[src/rtl/muldiv_pkg.sv]
// Shared types and constants for the iterative multiply/divide unit.
package muldiv_pkg;

  localparam int MD_STEPS = 32;

  localparam logic [1:0] ST_IDLE = 2'd0;
  localparam logic [1:0] ST_RUN  = 2'd1;
  localparam logic [1:0] ST_SIGN = 2'd2;
  localparam logic [1:0] ST_DONE = 2'd3;

  typedef enum logic [1:0] {
    IDLE = ST_IDLE,
    RUN  = ST_RUN,
    SIGN = ST_SIGN,
    DONE = ST_DONE
  } md_state_t;

  typedef enum logic [1:0] {
    MD_MULT  = 2'b00,
    MD_DIV   = 2'b01,
    MD_MULTU = 2'b10,
    MD_DIVU  = 2'b11
  } md_op_t;

endpackage

[src/rtl/muldiv_step.sv]
// One combinational iteration: shift-add multiply step or restoring-divide step
// on the shared {accHi, accLo} accumulator.
module muldiv_step #(
  parameter int WIDTH = 32
) (
  input  logic             isDiv,
  input  logic [WIDTH-1:0] accHi,
  input  logic [WIDTH-1:0] accLo,
  input  logic [WIDTH-1:0] operand,
  output logic [WIDTH-1:0] nextHi,
  output logic [WIDTH-1:0] nextLo
);

  logic [WIDTH:0]   sum;
  logic [WIDTH:0]   shifted;
  logic [WIDTH-1:0] addend;

  always_comb begin
    addend  = accLo[0] ? operand : {WIDTH{1'b0}};
    sum     = {1'b0, accHi} + {1'b0, addend};
    shifted = {accHi, accLo[WIDTH-1]};
    nextHi  = sum[WIDTH:1];
    nextLo  = {sum[0], accLo[WIDTH-1:1]};
    if (isDiv) begin
      // Remainder stays below the divisor, so the W-bit subtraction cannot wrap.
      if (shifted >= {1'b0, operand}) begin
        nextHi = shifted[WIDTH-1:0] - operand;
        nextLo = {accLo[WIDTH-2:0], 1'b1};
      end else begin
        nextHi = shifted[WIDTH-1:0];
        nextLo = {accLo[WIDTH-2:0], 1'b0};
      end
    end
  end

endmodule

[src/rtl/muldiv_sequencer.sv]
// Iterative MULT/DIV sequencer with architectural HI/LO registers.
// MULDIV_UNSIGNED_EN enables MULTU/DIVU; otherwise those ops raise op_err.
//
// state | meaning
// IDLE  | waiting for start; MTHI/MTLO writes allowed
// RUN   | one multiply/divide step per clock, WIDTH steps
// SIGN  | sign fix-up, HI/LO written
// DONE  | done pulse, result visible on HI/LO
module muldiv_sequencer
  import muldiv_pkg::*;
#(
  parameter int WIDTH = 32
) (
  input  logic             clock,
  input  logic             reset_n,
  input  logic             start,
  input  logic [1:0]       op,
  input  logic [WIDTH-1:0] opa,
  input  logic [WIDTH-1:0] opb,
  input  logic             hi_we,
  input  logic             lo_we,
  input  logic [WIDTH-1:0] wdata,
  output logic             busy,
  output logic             done,
  output logic             div_zero,
  output logic             op_err,
  output logic [WIDTH-1:0] hi,
  output logic [WIDTH-1:0] lo
);

  localparam int CW = $clog2(WIDTH);

  md_state_t        state;
  md_op_t           opSel;
  logic [CW-1:0]    stepCnt;
  logic [WIDTH-1:0] accHi, accLo, operandB;
  logic [WIDTH-1:0] nextHi, nextLo;
  logic             isDiv, negRes, negRem;
  logic             opOk, opIsDiv, opSigned, divByZero, signA, signB;
  logic [WIDTH-1:0] magA, magB;
  logic [2*WIDTH-1:0] prod, prodFix;
  logic [WIDTH-1:0] quoFix, remFix;

  assign opSel    = md_op_t'(op);
  assign opIsDiv  = (opSel == MD_DIV) || (opSel == MD_DIVU);
  assign opSigned = (opSel == MD_MULT) || (opSel == MD_DIV);

`ifdef MULDIV_UNSIGNED_EN
  assign opOk = 1'b1;
`else
  assign opOk = opSigned;
`endif

  assign divByZero = opIsDiv && (opb == '0);
  assign signA     = opSigned & opa[WIDTH-1];
  assign signB     = opSigned & opb[WIDTH-1];
  assign magA      = signA ? -opa : opa;
  assign magB      = signB ? -opb : opb;

  assign busy = (state != IDLE);
  assign done = (state == DONE);

  muldiv_step #(.WIDTH(WIDTH)) uStep (
    .isDiv   (isDiv),
    .accHi   (accHi),
    .accLo   (accLo),
    .operand (operandB),
    .nextHi  (nextHi),
    .nextLo  (nextLo)
  );

  always_comb begin
    prod    = {accHi, accLo};
    prodFix = negRes ? -prod : prod;
    quoFix  = negRes ? -accLo : accLo;
    remFix  = negRem ? -accHi : accHi;
  end

  always_ff @(posedge clock or negedge reset_n) begin
    if (!reset_n) begin
      state    <= IDLE;
      stepCnt  <= '0;
      accHi    <= '0;
      accLo    <= '0;
      operandB <= '0;
      isDiv    <= 1'b0;
      negRes   <= 1'b0;
      negRem   <= 1'b0;
      hi       <= '0;
      lo       <= '0;
      div_zero <= 1'b0;
      op_err   <= 1'b0;
    end else begin
      op_err <= 1'b0;
      case (state)
        IDLE: begin
          if (start) begin
            if (opOk) begin
              // Multiply keeps the multiplier in accLo; divide keeps the dividend there.
              div_zero <= divByZero;
              isDiv    <= opIsDiv;
              negRes   <= signA ^ signB;
              negRem   <= signA;
              stepCnt  <= CW'(WIDTH - 1);
              accHi    <= '0;
              accLo    <= opIsDiv ? magA : magB;
              operandB <= opIsDiv ? magB : magA;
              state    <= divByZero ? DONE : RUN;
            end else begin
              op_err <= 1'b1;
            end
          end else begin
            if (hi_we) hi <= wdata;
            if (lo_we) lo <= wdata;
          end
        end
        RUN: begin
          accHi <= nextHi;
          accLo <= nextLo;
          if (stepCnt == '0) state <= SIGN;
          else               stepCnt <= stepCnt - CW'(1);
        end
        SIGN: begin
          if (isDiv) begin
            hi <= remFix;
            lo <= quoFix;
          end else begin
            {hi, lo} <= prodFix;
          end
          state <= DONE;
        end
        DONE:    state <= IDLE;
        default: state <= IDLE;
      endcase
    end
  end

endmodule

[config.mk]
export PLATFORM = sky130hd
export DESIGN_NAME = muldiv_sequencer
export DESIGN_NICKNAME = d
export VERILOG_FILES = /design/src/rtl/muldiv_pkg.sv /design/src/rtl/muldiv_step.sv /design/src/rtl/muldiv_sequencer.sv
export SDC_FILE = /design/constraint.sdc
export NUM_CORES = 1
export LEC_CHECK = 0
export BUFFER_PORTS_ARGS = -buffer_cell sky130_fd_sc_hd__buf_2
export CAP_MARGIN = 20
export CORE_ASPECT_RATIO = 0.6
export CORE_MARGIN = 1.5
export CORE_UTILIZATION = 53
export CTS_CLUSTER_DIAMETER = 30
export DETAILED_ROUTE_END_ITERATION = 16
export PLACE_DENSITY = 0.83
export SYNTH_ARGS = -nofsm -noshare
export SYNTH_HDL_FRONTEND = slang
export SYNTH_SLANG_ARGS = --single-unit
[constraint.sdc]
create_clock -name clock -period 4.3 [get_ports clock]
set_clock_uncertainty 0.15 [all_clocks]
set_input_delay 0.86 -clock clock [delete_from_list [all_inputs] [get_ports clock]]
set_output_delay 0.86 -clock clock [all_outputs]
set_load 0.1 [all_outputs]
==> reports/qor.yml <==
floorplanning:
  dieHeight_um: 134
  core_area_um2: 27900
  rows: 47
  io_pins: 171
  die_x_um: 222
  start_util_pct: 54.5
  die-area_um2: 29700
setup_path:
  critPathKind: "reg2reg"
  crit_arrival_ns: 4.27
  cp_cell_sequence: "inv_1, ha_1, a21oi_1, nand2_1, a21oi_1, a21boi_0, a21oi_1, a31oi_1, o21ai_4, o21ai_0, a21oi_1, o21ai_0"
  cp-start-kind: "flip-flop"
  slowest_delay_ns: 0.61
  endpoint_kind: "flip-flop"
  path_max_fanout: 14
  cp_slowest_cell: "o21ai_0"
  crit_top_cell: "a21oi_1"
  required_ns: 4.52
logic_synthesis:
  synthTopCellsByCount: "o21ai_0, nand2_1, dfrtp_1, nor2_1, a21oi_1"
  synth_area_leaders: "dfrtp_1, o21ai_0, ha_1"
  synth_most_common_cell: "o21ai_0"
  ys_types: 81
  synth-seq-area-share_pct: 28.3
  synth_top_area_share_pct: 28.3
  syn_area_per_cell_um2: 7.89
  synth_top_area_cell: "dfrtp_1"
  yosys_warnings: 0
  synthArstFlopShare_pct: 100
  syn-num-nets: 2104
  synth_edf_count: 0
  ys_seq_elements: 172
  postSynthCellCount: 1925
  ys.flop_type: "dfrtp_1"
  netlist_area_um2: 15200
grt:
  grt_max_degree: 96
  grt_pass1_vias: 14200
  antenna_found_initial: 1
  grt_util_met2_pct: 50.2
  grt_pass1_wl_um: 84300
  gr-total-overflow: 0
  met1_usage_pct: 55.6
  use_met3_pct: 12.4
  grt_usage_pct: 37.0
  grt_busiest_layer: "met1"
cells_and_area:
  drive_above_1_share_pct: 15.9
  nets: 2227
  area_delta_synth_final_pct: 12.6
  fillers: 2498
sta:
  tightest_slew_ns: 1.03
  slew_violations: 0
  setup_violations: 0
  fin_ws_ns: 0.245
  hold-worst-slack_ns: 0.329
  slew_headroom_pct: 31.3
  fmax_ghz: 0.247
  post-route-min-period_ns: 4.06
  rsz0062_at_grt: "false"
  fin_setup_tns_ns: 0
  hold_violations: 0
  fin_crit_sh_pct: 94.3
placement:
  place.gp.congestion: 1.00
  port_buffers: 170
  hpwl_um: 43300
  place_ws_ns: 0.447
min_path:
  hp-class: "in2async"
routing:
  drc_errors: 0
  wire_per_inst_um: 22.6
  dr.pass1.iters: 6
  ant_nets: 0
  wl_um: 54800
  vias: 15700
  drt_iter0_drc: 2323
  vias_per_cell: 6.48
flow_run:
  drv_cap: 0
cts:
  cts_max_path_buffers: 2
  cts_resized: 0
  cts.hold.buffers_added: 0
  htree_levels: 4
  clk_pin_slew_ns: 0.08
  cts_buffers: 17
  post_cts_buffers: 0
  cts-root-buf: "clkbuf_16"
  cts_tree: "built"
  clock-sinks: 172
  clk_latency_ns: 0.46
outcome:
  status: "completed"
==> worst paths after layout <==
| path | endpoint | depth (start not counted) | slack (ns) | start |
|---|---|---|---|---|
| worst max-delay path | accHi[27]$_DFFE_PN0P_ | 12 | 0.24 | operandB[10]$_DFFE_PN0P_ |
| worst min-delay path | lo[22]$_DFFE_PN0P_ | 1 | 0.33 | reset_n |
| worst max register to register | accHi[27]$_DFFE_PN0P_ | 12 | 0.24 | operandB[10]$_DFFE_PN0P_ |
| worst min register to register | lo[31]$_DFFE_PN0P_ | 2 | 0.33 | lo[31]$_DFFE_PN0P_ |
| max in group asynchronous | operandB[20]$_DFFE_PN0P_ | 2 | 2.76 | reset_n |
| min in group clock | lo[31]$_DFFE_PN0P_ | 2 | 0.33 | lo[31]$_DFFE_PN0P_ |
==> cell type report <==
class                      instances  area [µm²]  area share (%)
multi-input combinational       1570       10200            59.9
sequential                       172        4310            25.2
timing repair buffer             219        1260            7.40
tap                              367         459            2.68
clock buffer                      17         425            2.49
inverter                          68         255            1.49
clock inverter                    15         151           0.885
antenna                            2        5.00          0.0293
==> logic make-up after synthesis <==
kind of cell,after synthesis,share of synthesized area (%)
DFF,172,28.3
and+or+nand+nor,578,18.4
adders and majority gates,76,6.36
muxes,78,5.40
AOI/OAI and AO/OA,661,26.6
xor gates and xnor gates,177,10.2
buffers and inverters,183,4.68
==> sequential cells by signal, summed over array words and instances, names as in the netlist <==
signal    count
isDiv         1
stepCnt       5
hi           32
op_err        1
div_zero      1
negRem        1
negRes        1
operandB     32
accHi        32
state         2
lo           32
accLo        32
==> routing by layer <==
metal  up-vias  wire, µm
met2      1031     21100
met1      7495     24800
met5         -         0
met4         0      1050
li1       7151         -
met3        69      7860
==> critical path, delay by kind of cell, from the launching register on <==
family                   cells  cell delay, ns
buffers and inverters        1            0.15
AO/OA/AOI/OAI                9            2.85
adder cells (fa/ha/maj)      1            0.32
flip-flops                   1            0.39
AND/OR/NAND/NOR              1            0.08
==> cells in the final DEF, fill, tap and decap left out, types with 13 or more instances in the layout <==
cell / synthesis / final
a31oi_1: 13 / 13
clkbuf_16: 0 / 17
buf_2: 9 / 168
xor2_1: 99 / 99
o31ai_1: 22 / 22
o21ai_0: 240 / 240
a22oi_1: 22 / 22
mux2_2: 32 / 32
o21ai_1: 15 / 13
buf_4: 2 / 47
a211oi_1: 46 / 46
dfrtp_1: 172 / 171
nand2_1: 226 / 226
mux2i_1: 46 / 46
inv_1: 68 / 68
nor2b_1: 17 / 17
nor3_1: 21 / 21
o21bai_1: 16 / 16
nand4_1: 16 / 16
ha_1: 74 / 72
nor4_1: 13 / 13
and3_1: 14 / 14
nand3_1: 21 / 21
a21o_1: 56 / 56
a21oi_1: 163 / 161
or3_1: 18 / 17
nor2_1: 166 / 166
xnor2_1: 78 / 78
==> metrics by stage <==
step                      std cells  cell area [µm²]  util (%)
after global routing           2428            17100      61.3
after CTS                      2427            17100      61.3
final                          2430            17100      61.4
after detailed placement       2395            16500      59.2
after global placement         2395            16500      59.2
after floorplan                1925            15200         -
Power is not shown: default switching activity piles up to over one toggle a cycle in this logic, so the estimate is an artifact.
